File: src/rtl/brc_hazard_ctrl.sv
// brc_hazard_ctrl: ID-stage branch operand hazard control.
// Tracks in-flight writers in EX/MEM/WB and picks register file, MEM/WB forward, or an ID stall.
module brc_hazard_ctrl #(
  parameter int REG_W = 5,
  parameter int CNT_W = 32
) (
  input  logic             clk,
  input  logic             rst,
  input  logic             i_id_valid,
  input  logic             i_id_is_branch,
  input  logic             i_id_use_rs,
  input  logic             i_id_use_rt,
  input  logic [REG_W-1:0] i_id_rs,
  input  logic [REG_W-1:0] i_id_rt,
  input  logic             i_id_wen,
  input  logic [REG_W-1:0] i_id_wreg,
  input  logic             i_id_is_load,
  input  logic             i_hold,
  input  logic             i_flush,
  output logic             o_forward_rs,
  output logic             o_forward_rt,
  output logic             o_fwd_rs_wb,
  output logic             o_fwd_rt_wb,
  output logic             o_id_stall,
  output logic [CNT_W-1:0] o_stall_cnt
);

  logic             r_ex_valid, r_ex_wen, r_ex_load;
  logic [REG_W-1:0] r_ex_wreg;
  logic             r_mem_valid, r_mem_wen, r_mem_load;
  logic [REG_W-1:0] r_mem_wreg;
  logic             r_wb_valid, r_wb_wen;
  logic [REG_W-1:0] r_wb_wreg;
  logic [CNT_W-1:0] r_stall_cnt;

  function automatic logic slot_writes(input logic v, input logic wen,
                                       input logic [REG_W-1:0] wreg,
                                       input logic [REG_W-1:0] r);
    return v & wen & (wreg == r) & (r != {REG_W{1'b0}});
  endfunction

  logic w_chk_rs, w_ex_rs, w_mem_rs, w_wb_rs;
  logic w_chk_rt, w_ex_rt, w_mem_rt, w_wb_rt;
  logic w_stall_rs, w_stall_rt, w_stall, w_ex_bubble;

  assign w_chk_rs = i_id_valid & i_id_is_branch & i_id_use_rs;
  assign w_chk_rt = i_id_valid & i_id_is_branch & i_id_use_rt;

  assign w_ex_rs  = slot_writes(r_ex_valid,  r_ex_wen,  r_ex_wreg,  i_id_rs);
  assign w_mem_rs = slot_writes(r_mem_valid, r_mem_wen, r_mem_wreg, i_id_rs);
  assign w_wb_rs  = slot_writes(r_wb_valid,  r_wb_wen,  r_wb_wreg,  i_id_rs);
  assign w_ex_rt  = slot_writes(r_ex_valid,  r_ex_wen,  r_ex_wreg,  i_id_rt);
  assign w_mem_rt = slot_writes(r_mem_valid, r_mem_wen, r_mem_wreg, i_id_rt);
  assign w_wb_rt  = slot_writes(r_wb_valid,  r_wb_wen,  r_wb_wreg,  i_id_rt);

  // Youngest producer wins: EX stalls, a MEM load stalls, else MEM then WB forward.
  assign w_stall_rs = w_chk_rs & (w_ex_rs | (w_mem_rs & r_mem_load));
  assign w_stall_rt = w_chk_rt & (w_ex_rt | (w_mem_rt & r_mem_load));
  assign w_stall    = w_stall_rs | w_stall_rt;

  assign o_id_stall   = w_stall;
  assign o_forward_rs = w_chk_rs & ~w_ex_rs & (w_mem_rs | w_wb_rs) & ~w_stall;
  assign o_forward_rt = w_chk_rt & ~w_ex_rt & (w_mem_rt | w_wb_rt) & ~w_stall;
  assign o_fwd_rs_wb  = w_chk_rs & ~w_ex_rs & ~w_mem_rs & w_wb_rs & ~w_stall;
  assign o_fwd_rt_wb  = w_chk_rt & ~w_ex_rt & ~w_mem_rt & w_wb_rt & ~w_stall;
  assign o_stall_cnt  = r_stall_cnt;

  assign w_ex_bubble = i_flush | w_stall | ~i_id_valid;

  always_ff @(posedge clk) begin
    if (rst) begin
      r_ex_valid  <= 1'b0;
      r_ex_wen    <= 1'b0;
      r_ex_load   <= 1'b0;
      r_ex_wreg   <= {REG_W{1'b0}};
      r_mem_valid <= 1'b0;
      r_mem_wen   <= 1'b0;
      r_mem_load  <= 1'b0;
      r_mem_wreg  <= {REG_W{1'b0}};
      r_wb_valid  <= 1'b0;
      r_wb_wen    <= 1'b0;
      r_wb_wreg   <= {REG_W{1'b0}};
      r_stall_cnt <= {CNT_W{1'b0}};
    end else if (!i_hold) begin
      r_wb_valid  <= r_mem_valid;
      r_wb_wen    <= r_mem_wen;
      r_wb_wreg   <= r_mem_wreg;
      r_mem_valid <= r_ex_valid;
      r_mem_wen   <= r_ex_wen;
      r_mem_load  <= r_ex_load;
      r_mem_wreg  <= r_ex_wreg;
      if (w_ex_bubble) begin
        r_ex_valid <= 1'b0;
        r_ex_wen   <= 1'b0;
        r_ex_load  <= 1'b0;
        r_ex_wreg  <= {REG_W{1'b0}};
      end else begin
        r_ex_valid <= 1'b1;
        r_ex_wen   <= i_id_wen;
        r_ex_load  <= i_id_is_load;
        r_ex_wreg  <= i_id_wreg;
      end
      if (w_stall && !(&r_stall_cnt)) begin
        r_stall_cnt <= r_stall_cnt + {{(CNT_W-1){1'b0}}, 1'b1};
      end else begin
        r_stall_cnt <= r_stall_cnt;
      end
    end else begin
      r_stall_cnt <= r_stall_cnt;
    end
  end

endmodule
File: config.mk
export PLATFORM = sky130hd
export DESIGN_NAME = brc_hazard_ctrl
export DESIGN_NICKNAME = d
export VERILOG_FILES = /design/src/rtl/brc_hazard_ctrl.sv
export SDC_FILE = /design/constraint.sdc
export NUM_CORES = 1
export LEC_CHECK = 0
export ABC_CLOCK_PERIOD_IN_PS = 5400
export BUFFER_PORTS_ARGS = -buffer_cell sky130_fd_sc_hd__buf_2
export CORE_MARGIN = 2
export CORE_UTILIZATION = 50
export DETAILED_ROUTE_END_ITERATION = 7
export GPL_ROUTABILITY_DRIVEN = 0
export PLACE_DENSITY = 0.8
export SLEW_MARGIN = 20
export SYNTH_ARGS = -nofsm -noshare
export SYNTH_HDL_FRONTEND = slang
export SYNTH_SLANG_ARGS = --single-unit
File: constraint.sdc
create_clock -name clk -period 5.4 [get_ports clk]
set_input_delay 1.62 -clock clk [delete_from_list [all_inputs] [get_ports clk]]
set_output_delay 1.62 -clock clk [all_outputs]
set_load 0.02 [all_outputs]
; ---- Word level (Yosys, flattened, before mapping)
; Index checks and enable logic that the tools add are counted.
[classes]
add_sub_neg = 1
n_eq_ne = 6
n_mux = 4
bitwise = 48
reduce_logical = 6
[ops]
columns = op, n
row1 = 1-bit AND, 34
row2 = "32-bit by 1-bit adder with 32-bit output, second input constant", 1
row3 = 32-bit AND reduction, 1
row4 = 5-bit equality test, 6
row5 = 5-bit nonzero test, 2
row6 = 1-bit NOT, 7
row7 = 1-bit OR, 7
row8 = 5-bit two-way mux, 1
row9 = 1-bit two-way mux, 3
row10 = 2-bit AND reduction, 1
row11 = 1-bit logical AND, 1
row12 = 1-bit logical NOT, 1
[word_totals]
regBits = 55
in_bits = 25
out_inout_bits = 37
wordCells = 77

; ---- Longest topological paths before layout
[depth]
ltp_word = 10
ltp_mapped = 10
mapped_depth_nobuf = 8

; ---- Least setup slack after synthesis
; Ideal clock, no wire load.
[synth_path]
path_type = input port to output port
start = input i_id_rs[1]
end = output o_fwd_rt_wb
t_arrival_ps = 3751
required_time_ps = 3780
slack_ps = 29
stages = 7
n_path_buf = 0
path_cell_list = or4_1 nor2_2 or4_4 o2bb2ai_4 or2_2 nor2_1 nor4b_1
[synth_via]
elab_chain_cells = 9
elab_cells_between_ends = 13
cone_classes = eq/ne (2) / bitwise (10) / reduce/logical (1)
[synth_lines]
columns = item, line_no
row1 = "start, declared", 13  ; input logic [REG_W-1:0] i_id_rs,
row2 = 5-bit equality test, 39  ; return v & wen & (wreg == r) & (r != {REG_W{1'b0}});
row3 = 1-bit AND (2 in series), 39
row4 = 1-bit AND, 57  ; assign w_stall_rs = w_chk_rs & (w_ex_rs | (w_mem_rs & r_mem_load));
row5 = 1-bit OR *, 57
row6 = 1-bit AND *, 57
row7 = 1-bit OR *, 59  ; assign w_stall = w_stall_rs | w_stall_rt;
row8 = named net o_id_stall, 24  ; output logic o_id_stall,
row9 = 1-bit NOT *, 65  ; assign o_fwd_rt_wb = w_chk_rt & ~w_ex_rt & ~w_mem_rt & w_wb_rt & ~w_stall;
row10 = 1-bit AND *, 65
row11 = "end, declared", 23  ; output logic o_fwd_rt_wb,
; The timed path passes the listed nets; every way through them passes the cells marked *.

; ---- Final worst setup path
[layout_path]
start = input i_id_rs[1]
end = output o_forward_rs
[layout_via]
elab_chain_cells = 9
elab_cells_between_ends = 20
cone_classes = eq/ne (3) / bitwise (16) / reduce/logical (1)
[layout_lines]
columns = item, line_no
row1 = 5-bit equality test, 39
row2 = 1-bit AND (2 in series), 39
row3 = 1-bit AND, 57
row4 = 1-bit OR, 57
row5 = 1-bit AND, 57
row6 = 1-bit OR, 59
row7 = 1-bit NOT, 62  ; assign o_forward_rs = w_chk_rs & ~w_ex_rs & (w_mem_rs | w_wb_rs) & ~w_stall;
row8 = 1-bit AND *, 62
row9 = "end, declared", 20  ; output logic o_forward_rs,
; Mark *: on every way between the ends. The rest lies on a longest branch, timed or not.

==> summary.md <==
| Metric | Value |
|---|---|
| PD cells | 205.8 nW/um^2 |
| Max-Cap Viols | 0 |
| Final Slew Violations | 0 |
| Critical path startpoint | i_id_rs[1] |
| Sw frac | 0.2437 |
| Final Skew | 12.09 ps |
| Final Hold Viols | 0 |
| Setup Crit Path Kind | in2out |
| Chip Width | 80.47 um |
| CTS tree | built |
| Register area share after synthesis | 0.3766 |
| Post-DP HPWL | 4971 um |
| Critical Path RT | 3780 ps |
| CP Buf/Inv Count | 2 |
| Clock root cell | clkbuf_8 |
| GRT Util Overall | 0.2200 |
| Worst-Skew Late Latency | between 300 and 400 ps |
| Crit-path slowest cell | or4_1 |
| Layout net count | approximately 410 |
| Syn Area/Cell | 8.807 um^2 |
| Startpoint types | primary input |
| Die area | 6475 um^2 |
| Hold Crit Class | reg2reg |
| DRT antenna net count | 0 |
| First-pass GRT wire length | 11,400 um |
| Tmin final | 5262 ps |
| PortBufs | between 60 and 70 |
| WL final | 6857 um |
| Post-synthesis register bit count | 55 |
| Drt first pass iters | 4 |
| Top-area cell type share of the netlist area | 0.3766 |
| Syn. warnings | 0 |
| Htree depth | 2 |
| VDD IR-drop max | between 0.15 and 0.2 mV |
| Remaining DRCs | 0 |
| CP most frequent cell | buf_2 |
| WHS | 481.8 ps |
| GRT Residual Overflow | 0 |
| Slew headroom | 0.3522 |
| Achievable clock frequency | 190.1 MHz |
| Initial antenna violation count | 0 |
| Vias in the first global route | roughly 2,500 |
| Fraction of power consumed by combinational cells | 0.073 |
| Initial core utilization | 0.5246 |
| Core box area | 5574 um^2 |
| HP Start | r_ex_load |
| Number of CTS-inserted buffers | 5 |
| Sink Count | 55 |
| Status | finished clean |
| Maximum number of pins on one net before global-route repair | 58 |
| Worst r2r src | o_stall_cnt[0] |
| Final cell count without fillers | 458 |
| Power share of the clock group | 0.332 |
| DR iter-0 viols | 126 |
| Flop pwr share | 0.596 |
| RSZ-0062 raised after global routing | false |
| Slew @ Worst Pin | 971.7 ps |
| Netlist cell types | 47 |
| Reg clk slew, reported paths | 100 ps |
| I/O pins | 62 |
| Site Rows | 27 |
| CP arrival | about 3600 ps |
| Post-CTS setup buffer count | 0 |
| Final TNS setup | 0 ps |
| CP Cell Sequence | buf_2 > or4_1 > nor2_4 > or4_4 > o2bb2ai_4 > or2_2 > nor3b_1 > a21boi_0 > buf_2 |
| Post-CTS sizing | 0 |
| Placed Cells | 450 |
| Clock Tree Buf Depth | 2 |
| Via/cell ratio | just under 6 |
| Routed length per instance | approximately 15 um |
| Internal Power | 0.0005224 W |
| Max incr delay on CP | 580 ps |
| Setup Viol. Count Final | 0 |
| Area leader, netlist | dfxtp_1 |
| Fillers | 516 |
| Net count after synthesis | 358 |
| Final Cycle Share | 0.9744 |
| Sw Pwr | 0.0001683 W |
| Netlist Area Pre-Place | 2924 um^2 |
| Area contributors post-synth | dfxtp_1 38%, xnor2_1 6.3%, mux2i_1 5.1%, a21oi_1 4.6%, or4_1 4.1% |
| Largest fanout on the critical path | 5 |
| Delay-heaviest family, CP | simple AND/OR/NAND/NOR gates |
| Worst Setup End Kind | primary output |
| Via count | 2,677 |
| Share of cells above drive strength 1 | 0.2254 |
| Die Span Y | 80.47 um |
| Lkg Pwr | roughly 1.3 nW |
| Ant. Diodes | 0 |
| Area Growth Syn to Fin | 14.81% |
| Cells after Synth | 332 |
| Cts-stage hold buffer count | 0 |
worst register-to-register path, stage by stage (launching register included):
cell and delay, ps:
dfxtp_1 410, ha_1 240, nand2_1 120, nor2_1 350, nor4b_1 390, a41oi_1 300, o21a_1 340, and3_1 260
mux2_2 260
power groups by stage:
stage / logic, W / clock network, W / registers, W
finish: 0.0000503 / 0.000229 / 0.000411
floorplan: 0.0000319 / 0 / 0.000420
CTS: 0.0000501 / 0.000234 / 0.000411
global placement: 0.0000489 / 0 / 0.000421
detailed placement: 0.0000498 / 0 / 0.000421
global route: 0.0000553 / 0.000252 / 0.000412
placed cells by master, fill, tap and decap left out, types with 9 or more instances in the layout:
master and n:
nor2_1 27, or4_1 16, or3_1 11, mux2i_1 15
nand2_1 19, o31ai_1 12, o21ai_0 13, nand3_1 14
nor2b_1 9, and3_1 9, buf_2 61, dfxtp_1 55
a21oi_1 27, nand4_1 11, xnor2_1 21
cell families (layout without fill, tap and decap cells):
group           after synthesis  in the layout  share of synthesized area
mux                          19             19                    0.06675
flops                        55             55                     0.3766
simple gates                138            138                     0.2730
xor+xnor                     28             28                    0.08387
compound gates               70             70                     0.1626
buf+inv                      21             75                    0.03294
fa+ha+maj                     1              1                   0.004278
per-stage QoR:
stage	power, W	utilization	worst slack, ps	area, um^2
5_1_grt	0.0007196	0.6022	25.87	3357
2_1_floorplan	0.0004514	-	29.01	2924
3_3_place_gp	0.0004695	0.5836	145.3	3253
6_report	0.0006907	0.6022	138.3	3357
4_1_cts	0.0006954	0.6002	123.7	3346
3_5_place_dp	0.0004705	0.5836	131.4	3253
worst paths after layout:
path | to | slack (ps) | depth (start not counted)
setup / recovery | o_forward_rs | 140 | 9
hold / removal | r_ex_load | 480 | 1
setup reg to reg | o_stall_cnt[26] | 2630 | 8
hold reg to reg | r_ex_load | 480 | 1
cell usage after synthesis (all sizes together):
cell / count
dfxtp: 55
nor2: 28
a21oi: 27
xnor2: 21
nand2: 19
or4: 17
mux2i: 15
nand3: 14
o21ai: 14
o31ai: 12
nand4: 11
or3: 11
and3: 9
clkbuf: 9
nor2b: 9
buf: 8
a32o: 7
xor2: 7
inv: 4
mux2: 4
nand2b: 4
and4: 3
nor3: 3
nor4b: 3
nor4: 2
or2: 2
a2111o: 1
a211oi: 1
a21boi: 1
a21o: 1
a31o: 1
a41oi: 1
and2: 1
ha: 1
nand4b: 1
nor3b: 1
o21a: 1
o221ai: 1
o22ai: 1
o2bb2ai: 1
state kept, by name (all words and copies together) (netlist names):
signal,count
o_stall_cnt,32
r_ex_wreg,5
r_mem_wreg,5
r_wb_wreg,5
r_ex_load,1
r_ex_valid,1
r_ex_wen,1
r_mem_load,1
r_mem_valid,1
r_mem_wen,1
r_wb_valid,1
r_wb_wen,1
area by class of cell:
cell class                 count  area (um^2)  area share
tap                           72        90.09     0.02684
clock inverter                 3        23.77    0.007082
clock buffer                   5        68.82     0.02050
inverter                       4        15.01    0.004473
multi-input combinational    256         1738      0.5177
timing repair buffer          63        320.3     0.09542
sequential                    55         1101      0.3280
per-layer routing:
metal / global-route usage / share of wire / wire, um
met1: 0.2793 / 0.45 / 3109
met2: 0.3758 / 0.49 / 3361
met3: 0.04270 / 0.047 / 323
met4: 0.06780 / 0.0092 / 63
met5: 0 / 0 / 0
Note: power is estimated with default switching activity, not from simulation.
